### src/rtl/memctrl_pkg.sv
// Shared types and constants for the byte-serial memory arbiter.
package memctrl_pkg;

    typedef enum logic [1:0] {
        IDLE  = 2'd0,
        READ  = 2'd1,
        WRITE = 2'd2
    } state_e;

    // Request size encoding on iLen (2 and 3 both mean a word).
    localparam logic [1:0] LEN_1B = 2'd0;
    localparam logic [1:0] LEN_2B = 2'd1;
    localparam logic [1:0] LEN_4B = 2'd2;

    // addr[17:16] value that selects the IO window.
    localparam logic [1:0] IO_BASE_HI_DEFAULT = 2'b11;

    function automatic logic [2:0] len_bytes(input logic [1:0] len);
        case (len)
            LEN_1B:  len_bytes = 3'd1;
            LEN_2B:  len_bytes = 3'd2;
            default: len_bytes = 3'd4;
        endcase
    endfunction

endpackage

### src/rtl/rr_arbiter.sv
// Request arbiter: fixed priority (MODE=0, lowest index wins) or
// round-robin (MODE=1, first requester after the last winner, wrapping).
module rr_arbiter #(
    parameter int NUM_PORTS = 2,
    parameter int MODE      = 1
) (
    input  logic                 clk,
    input  logic                 rst_n,
    input  logic [NUM_PORTS-1:0] req_i,
    input  logic                 advance_i,
    output logic [NUM_PORTS-1:0] grant_o
);

    localparam int PTR_W = (NUM_PORTS > 1) ? $clog2(NUM_PORTS) : 1;

    logic [PTR_W-1:0] ptr_q, ptr_d, idx;
    logic             found;

    // Scan requesters in preference order and pick the first one set.
    always_comb begin
        grant_o = '0;
        ptr_d   = ptr_q;
        idx     = '0;
        found   = 1'b0;
        for (int k = 0; k < NUM_PORTS; k++) begin
            if (MODE == 0) idx = PTR_W'(k);
            else           idx = PTR_W'((int'(ptr_q) + 1 + k) % NUM_PORTS);
            if (!found && req_i[idx]) begin
                found        = 1'b1;
                grant_o[idx] = 1'b1;
                ptr_d        = idx;
            end
        end
    end

    // Pointer remembers the last winner; reset value makes port 0 first.
    always_ff @(posedge clk or negedge rst_n) begin
        if (!rst_n)         ptr_q <= PTR_W'(NUM_PORTS - 1);
        else if (advance_i) ptr_q <= ptr_d;
    end

endmodule

### src/rtl/mem_arbiter.sv
// Multi-port arbiter onto a byte-wide, one-cycle-latency RAM. Loads and
// stores of 1/2/4 bytes are serialised into byte beats; IO-space stores
// stall while the IO buffer is full.
// Build option: define MEMCTRL_SIGNEXT_EN to enable sign-extending loads.
//
// state | meaning
// IDLE  | no transfer; arbitrate, latch the winner's request
// READ  | drive n read addresses, collect bytes, assemble result
// WRITE | drive n write beats, hold a beat while IO buffer is full
module mem_arbiter
    import memctrl_pkg::*;
#(
    parameter int         NUM_PORTS  = 2,
    parameter int         ADDR_W     = 32,
    parameter int         ARB_MODE   = 1,
    parameter logic [1:0] IO_BASE_HI = IO_BASE_HI_DEFAULT
) (
    input  logic                          clk,
    input  logic                          rst_n,
    input  logic                          rdy,
    input  logic                          iIO_buffer_full,
    input  logic [7:0]                    iMEM_dt,
    output logic                          oMEM_rw,
    output logic [ADDR_W-1:0]             oMEM_addr,
    output logic [7:0]                    oMEM_dt,
    input  logic [NUM_PORTS-1:0]          iReq,
    input  logic [NUM_PORTS-1:0]          iWe,
    input  logic [2*NUM_PORTS-1:0]        iLen,
    input  logic [NUM_PORTS-1:0]          iSigned,
    input  logic [ADDR_W*NUM_PORTS-1:0]   iAddr,
    input  logic [32*NUM_PORTS-1:0]       iWdata,
    output logic [NUM_PORTS-1:0]          oGrant,
    output logic [NUM_PORTS-1:0]          oDone,
    output logic [31:0]                   oRdata
);

    state_e                 state_q, state_d;
    logic [2:0]             cnt_q, cnt_d;
    logic [2:0]             len_q, len_d;
    logic [ADDR_W-1:0]      addr_q, addr_d;
    logic                   we_q, we_d;
    logic [3:0][7:0]        wdata_q, wdata_d;
    logic [3:0][7:0]        rbuf_q, rbuf_d;
    logic [NUM_PORTS-1:0]   grant_q, grant_d;
    logic [NUM_PORTS-1:0]   done_q, done_d;
    logic [31:0]            rdata_q, rdata_d;

    logic [NUM_PORTS-1:0]   arb_grant;
    logic                   arb_advance;
    logic [ADDR_W-1:0]      sel_addr;
    logic [1:0]             sel_len;
    logic                   sel_we;
    logic [31:0]            sel_wdata;
    logic                   sel_signed;
    logic                   io_stall;
    logic [3:0][7:0]        raw;
    logic [1:0]             lane;

`ifdef MEMCTRL_SIGNEXT_EN
    logic signed_q, signed_d;
`else
    logic unused_signed;
    assign unused_signed = ^iSigned ^ sel_signed;
`endif

    rr_arbiter #(
        .NUM_PORTS (NUM_PORTS),
        .MODE      (ARB_MODE)
    ) u_arb (
        .clk       (clk),
        .rst_n     (rst_n),
        .req_i     (iReq),
        .advance_i (arb_advance),
        .grant_o   (arb_grant)
    );

    // Mux the winning port's request fields.
    always_comb begin
        sel_addr   = '0;
        sel_len    = '0;
        sel_we     = 1'b0;
        sel_wdata  = '0;
        sel_signed = 1'b0;
        for (int i = 0; i < NUM_PORTS; i++) begin
            if (arb_grant[i]) begin
                sel_addr   = iAddr[i*ADDR_W +: ADDR_W];
                sel_len    = iLen[2*i +: 2];
                sel_we     = iWe[i];
                sel_wdata  = iWdata[32*i +: 32];
`ifdef MEMCTRL_SIGNEXT_EN
                sel_signed = iSigned[i];
`endif
            end
        end
    end

    // Stall decision uses the latched base address of the store.
    assign io_stall    = (state_q == WRITE) && (addr_q[17:16] == IO_BASE_HI) && iIO_buffer_full;
    assign arb_advance = rdy && (state_q == IDLE) && (|iReq);

    // Next-state and datapath updates.
    always_comb begin
        state_d = state_q;
        cnt_d   = cnt_q;
        len_d   = len_q;
        addr_d  = addr_q;
        we_d    = we_q;
        wdata_d = wdata_q;
        rbuf_d  = rbuf_q;
        grant_d = grant_q;
        done_d  = '0;
        rdata_d = rdata_q;
        raw     = rbuf_q;
        lane    = cnt_q[1:0] - 2'd1;
`ifdef MEMCTRL_SIGNEXT_EN
        signed_d = signed_q;
`endif
        case (state_q)
            IDLE: begin
                if (|iReq) begin
                    grant_d = arb_grant;
                    addr_d  = sel_addr;
                    len_d   = len_bytes(sel_len);
                    we_d    = sel_we;
                    wdata_d = sel_wdata;
                    rbuf_d  = '0;
                    cnt_d   = 3'd0;
                    state_d = sel_we ? WRITE : READ;
`ifdef MEMCTRL_SIGNEXT_EN
                    signed_d = sel_signed;
`endif
                end
            end
            READ: begin
                // Byte k-1 arrives while the counter reads k.
                if (cnt_q != 3'd0) raw[lane] = iMEM_dt;
                rbuf_d = raw;
                if (cnt_q == len_q) begin
                    case (len_q)
                        3'd1:    rdata_d = {24'h0, raw[0]};
                        3'd2:    rdata_d = {16'h0, raw[1], raw[0]};
                        default: rdata_d = raw;
                    endcase
`ifdef MEMCTRL_SIGNEXT_EN
                    if (signed_q) begin
                        case (len_q)
                            3'd1:    rdata_d = {{24{raw[0][7]}}, raw[0]};
                            3'd2:    rdata_d = {{16{raw[1][7]}}, raw[1], raw[0]};
                            default: rdata_d = raw;
                        endcase
                    end
`endif
                    done_d  = grant_q;
                    grant_d = '0;
                    cnt_d   = 3'd0;
                    state_d = IDLE;
                end else begin
                    cnt_d = cnt_q + 3'd1;
                end
            end
            WRITE: begin
                if (!io_stall) begin
                    if (cnt_q == len_q - 3'd1) begin
                        done_d  = grant_q;
                        grant_d = '0;
                        cnt_d   = 3'd0;
                        state_d = IDLE;
                    end else begin
                        cnt_d = cnt_q + 3'd1;
                    end
                end
            end
            default: state_d = IDLE;
        endcase
    end

    // State registers; rdy low freezes everything.
    always_ff @(posedge clk or negedge rst_n) begin
        if (!rst_n) begin
            state_q <= IDLE;
            cnt_q   <= '0;
            len_q   <= '0;
            addr_q  <= '0;
            we_q    <= 1'b0;
            wdata_q <= '0;
            rbuf_q  <= '0;
            grant_q <= '0;
            done_q  <= '0;
            rdata_q <= '0;
`ifdef MEMCTRL_SIGNEXT_EN
            signed_q <= 1'b0;
`endif
        end else if (rdy) begin
            state_q <= state_d;
            cnt_q   <= cnt_d;
            len_q   <= len_d;
            addr_q  <= addr_d;
            we_q    <= we_d;
            wdata_q <= wdata_d;
            rbuf_q  <= rbuf_d;
            grant_q <= grant_d;
            done_q  <= done_d;
            rdata_q <= rdata_d;
`ifdef MEMCTRL_SIGNEXT_EN
            signed_q <= signed_d;
`endif
        end
    end

    // RAM bus: addresses only during active beats, zero otherwise.
    always_comb begin
        oMEM_rw   = 1'b0;
        oMEM_addr = '0;
        oMEM_dt   = 8'h00;
        if (state_q == WRITE) begin
            oMEM_rw   = rdy && !io_stall;
            oMEM_addr = addr_q + ADDR_W'(cnt_q);
            oMEM_dt   = wdata_q[cnt_q[1:0]];
        end else if ((state_q == READ) && (cnt_q < len_q)) begin
            oMEM_addr = addr_q + ADDR_W'(cnt_q);
        end
    end

    assign oGrant = grant_q;
    assign oDone  = done_q;
    assign oRdata = rdata_q;

    // we_q mirrors the state encoding but is kept for debug visibility.
    logic unused_we;
    assign unused_we = we_q;

endmodule

### config.mk
export PLATFORM = sky130hd
export DESIGN_NAME = mem_arbiter
export DESIGN_NICKNAME = d
export VERILOG_FILES = /design/src/rtl/memctrl_pkg.sv /design/src/rtl/rr_arbiter.sv /design/src/rtl/mem_arbiter.sv
export SDC_FILE = /design/constraint.sdc
export NUM_CORES = 1
export LEC_CHECK = 0
export ABC_AREA = 1
export CORE_MARGIN = 2
export CORE_UTILIZATION = 45
export DETAILED_ROUTE_END_ITERATION = 10
export GPL_TIMING_DRIVEN = 1
export PLACE_DENSITY = 0.76
export SKIP_CTS_REPAIR_TIMING = 1
export SYNTH_ARGS = -nofsm -noshare
export SYNTH_HDL_FRONTEND = slang
export SYNTH_SLANG_ARGS = --single-unit
### constraint.sdc
create_clock -name clk -period 3.3 [get_ports clk]
set_input_delay 0.33 -clock clk [delete_from_list [all_inputs] [get_ports clk]]
set_output_delay 0.33 -clock clk [all_outputs]
set_load 0.02 [all_outputs]
# Word level (Yosys, flattened, before mapping)
# Index checks and enable logic that the tools add are counted.
# Widths: inputs -> output; s select.
totals:
  latch_bits: 0
  ram_bits: 0
  input_bits: 150
  mem_count: 0
  word_cells: 121
  romBits: 0
  register_bits: 141
  output_inout_bits: 77
classes:
  n_reduce_logical: 26
  magnitude_cmp: 8
  multipliers: 0
  div_mod_pow: 0
  bitwise_logic: 1
  shifts: 0
  mux: 52
  n_eq_ne: 12
  add_sub_neg: 6
ops:
  columns: ["op", "n"]
  rows:
  - ["$mux 32", 8]
  - ["$pmux 32 s2", 2]
  - ["$add 32x3->32", 1]
  - ["$bwmux 32", 1]
  - ["$mux 2", 13]
  - ["$mux 8", 3]
  - ["$bmux 8 s2", 1]
  - ["$demux 8 s2", 1]
  - ["$mux 1", 12]
  - ["$mux 3", 4]
  - ["$pmux 2 s3", 2]
  - ["$logic_and 1x1->1", 10]
  - ["$pmux 3 s3", 1]
  - ["$reduce_and 3->1", 3]
  - ["$eq 3x3->1", 2]
  - ["$lt 2x3->1 const B", 2]
  - ["$pmux 3 s2", 1]
  - ["$reduce_and 6->1", 1]
  - ["$reduce_bool 3->1", 2]
  - ["$reduce_and 5->1", 1]
  - ["$eq 2x1->1 const B", 2]
  - ["$eq 2x2->1 const B", 2]
  - ["$logic_not 2->1", 2]
  - ["$lt 1x2->1 const B", 2]
  - ["other kinds (19)", 26]

# Longest topological paths before layout
depth:
  ltp_word: 13
  depth_mapped: 13
  mapped_depth_nobuf: 12

# By module
# Synthesis repeated with hierarchy kept, for this count alone.
hier_totals:
  hier_cells: 1004
  area_unflattened_um2: 7761.2
modules_own_cells:
  columns: ["module", "cells_per_inst", "instances", "seq_area_each_um2", "area_each_um2"]
  rows:
  - ["mem_arbiter", 996, 1, 3503.4, 7699.9]
  - ["rr_arbiter", 8, 1, 26.3, 61.3]

# Least setup slack after synthesis
# OpenSTA, ideal clock, no wires.
synth_timing:
  path_kind: "register -> output"
  startpoint: "reg cnt_q[0]"
  endpoint: "out oMEM_addr[16]"
  path_stages_with_launch: 12
  required_time_ns: 2.970
  t_arrival_ns: 2.172
  path_slack_ns: 0.798
  path_buffers: 3
  path_cell_list: "dfrtp_1 buf_2 inv_1 clkbuf_1 ha_1 nor2_1 nor3_1 nand2_1 nand2_2 inv_1 buf_2 a21oi_1"
synth_between:
  elab_chain_cells: 4
  elab_cells_between_ends: 5
  classes_between: "1 x add/sub; 1 x order compare; 2 x mux; 1 x reduce/logical"
synth_lines:
  columns: ["element", "line", "rtl"]
  rows:
  - ["from (decl)", "mem_arbiter.sv:38", "logic [2:0] cnt_q, cnt_d;"]
  - ["from (signal assigned)", "mem_arbiter.sv:195", "cnt_q <= cnt_d;"]
  - ["branches (longest 3 deep; another with $add 32x3->32)", null, null]
  - ["$mux 32 *", "mem_arbiter.sv:215", "if (state_q == WRITE) begin"]
  - ["to (decl)", "mem_arbiter.sv:24", "output logic [ADDR_W-1:0] oMEM_addr,"]
# Every way passes the cells marked *.

# Worst setup path in the final report
layout_timing:
  startpoint: "reg cnt_q[2]"
  endpoint: "out oMEM_addr[7]"
# Same word-level chain as after synthesis.

==> impl_metrics.ini <==
[cts]
path_clk_slew_ns = 0.06
cts_sinks = 141
cts.htree.levels = 4
cts_root_buf = clkbuf_16
insertion_delay_ns = 0.43
cts.path.max_buffers = 2
cts_buffers = 17
cts_tree = done

[worst_hold_path]
hold_class = in2async

[logic_synthesis]
mappedNetlistArea_um2 = 7840
synth_area_per_cell_um2 = 7.50
syn_inst = 1046
synth_seq_area_share = 0.450
yosysWarnings = 0
ys_ff_latch = 141
ys_types = 33
syn-num-nets = 1216

[cells_and_area]
fin_cells = 1498
finalCoreUtilization = 0.644
fin_area_um2 = 11100
syn_to_final_growth_pct = 41.1
drive_gt1_frac = 0.0566
fin_nets = 1430
diodes = 0
fill_cells = 1525

[sta]
fmax_ghz = 0.318
fin_skew_ns = 0.0134
min_period_over_period = 0.954
tightestPinTransition_ns = 1.13
final-max-slew-violation-count = 0
fin_crit_ns = 3.15
setup_violations = 0
hold_violations = 0
grt_setup_unrepaired = no
slew-limit-headroom = 0.243

[die]
die_width_um = 136
dieArea_um2 = 18500
rows = 48
dieHeight_um = 136
io_pins = 227
design.core.area_um2 = 17200
start_util = 0.457

[worst_setup_path]
required_ns = 2.97
crit_path_end_kind = output pin
arrival_ns = 2.82
crit_fanout = 11
critical_path_class = reg2out
critPathLaunchType = flop

[detailed_routing]
vias_per_cell = 5.36
first_pass_iters = 5
drc_errors = 0
drt_iter0_drc = 587
drt-total-wl_um = 24800
via_count = 8026
routedWlPerCell_um = 16.5
ant_nets = 0

[global_route]
grt_use_met3 = 0.0626
met1_usage = 0.338
grt_pass1_vias = 7816
grt_max_degree = 123
use_met2 = 0.455
grt_busiest_layer = met2
grt_usage = 0.270
grt_pass1_wl_um = 39100
antenna_found_initial = 0
overflow = 0

[placed_design]
dp_hpwl_um = 18000
gp_congestion = 0.906
dp.cells = 1464
post_dp_cell_area_um2 = 10300
portBuffers = 224

[run_status]
outcome = completed

[run]
drv_cap = 0

[pwr]
vdd_drop_max_mv = 0.538
power_density_nw_per_um2 = 878
p_leak_nw = 5.38
[per-layer routing]
layer | share of wire | wire length, µm
met3 | 0.068 | 1680
met1 | 0.41 | 10200
met4 | 0.030 | 738
met2 | 0.49 | 12200
met5 | 0 | 0
[final cells by class]
cell class                 instances  area [µm²]  area share
multi-input combinational        735        3680       0.332
sequential                       141        3530       0.319
timing repair buffer             243        2460       0.222
clock inverter                    12         209      0.0189
inverter                         121         458      0.0414
clock buffer                      20         447      0.0404
tap                              225         282      0.0254
timing repair inverter             1        7.51    0.000678
[cell usage after synthesis]
cell type  count  area, µm²
a21oi_1      145        726
a21oi_2        3       26.3
a22oi_1       18        135
a31oi_1        1       6.26
and2_1         2       12.5
buf_1          1       3.75
buf_2         38        190
clkbuf_1      10       37.5
clkinv_1       2       7.51
dfrtp_1      140       3500
dfstp_2        1       26.3
fa_1           1       20.0
ha_1          19        238
inv_1        116        435
inv_2          3       11.3
nand2_1      212        796
nand2_2        2       12.5
nand3_1       23        115
nand3_2        1       10.0
nand3b_1       4       30.0
nand4_1       12       75.1
nor2_1       147        552
nor2_2         3       18.8
nor3_1         6       30.0
nor3_2         1       10.0
nor3_4         2       32.5
o21a_1         1       7.51
o21ai_0       59        295
o21ai_1        3       15.0
o22ai_1       59        369
or2_0          1       6.26
xnor2_1        4       35.0
xor2_1         6       52.6
[state kept, by name (all words and copies together) (netlist names)]
name,count
oRdata,32
rbuf_q,32
wdata_q,32
oGrant,2
cnt_q,3
len_q,3
u_arb.ptr_q,1
addr_q,32
oDone,2
state_q,2
[kinds of logic after synthesis]
kind of cell | synth area share
and+or+nand+nor | 0.217
DFF | 0.450
AOI/OAI and AO/OA | 0.202
xor gates and xnor gates | 0.0112
buffers and inverters | 0.0874
adders and majority gates | 0.0329
[power breakdown]
part	internal (mW)	switching (mW)	leakage, nW
Sequential	2.39	0.518	1.75
Clock	1.37	0.770	0.312
Combinational	1.86	2.80	3.32
[cells in the final DEF (no fill, tap or decap), types with 5 or more instances in the layout]
| cell | n |
|---|---|
| clkbuf_16 | 17 |
| nand3_1 | 22 |
| nor3_1 | 6 |
| bufinv_16 | 5 |
| a22oi_1 | 18 |
| dfrtp_1 | 140 |
| inv_1 | 115 |
| o21ai_0 | 59 |
| nor2_1 | 146 |
| nand2_1 | 212 |
| o22ai_1 | 59 |
| dlymetal6s2s_1 | 23 |
| ha_1 | 18 |
| nand4_1 | 12 |
| a21oi_1 | 144 |
| xor2_1 | 6 |
| clkdlybuf4s50_1 | 200 |
| buf_4 | 18 |
[final timing paths]
check / startpoint / end / depth (start not counted) / slack, ns
min: rst_n / oRdata[27] / 1 / 0.05
max in group asynchronous: rst_n / wdata_q[31] / 2 / 2.26
min reg2reg: oDone[0] / oDone[0] / 2 / 0.48
max reg2reg: cnt_q[1] / rbuf_q[2] / 7 / 0.76
max: cnt_q[2] / oMEM_addr[7] / 9 / 0.15
min in group clk: iAddr[12] / addr_q[12] / 3 / 0.45
[stage by stage]
stage,power [mW],hold slack [ns],TNS (ns),setup slack (ns)
final,9.71,0.0482,0,0.151
after global routing,10.4,0.181,0,0.0351
after CTS,9.70,0.138,-1.34,-0.116
after detailed placement,7.54,0.469,0,0.353
after global placement,7.45,0.469,0,0.389
after floorplan,5.61,0.0344,0,0.798
[critical path, cell delays in order, from the launching register on]
cell,delay [ns]
dfrtp_1,0.47
ha_1,0.36
nand2_1,0.08
inv_1,0.03
nor3_1,0.16
nand2_1,0.14
nand2_4,0.19
o21ai_0,0.12
a21oi_1,0.17
clkdlybuf4s50_1,0.67
Note: power is estimated with default switching activity, not from simulation.
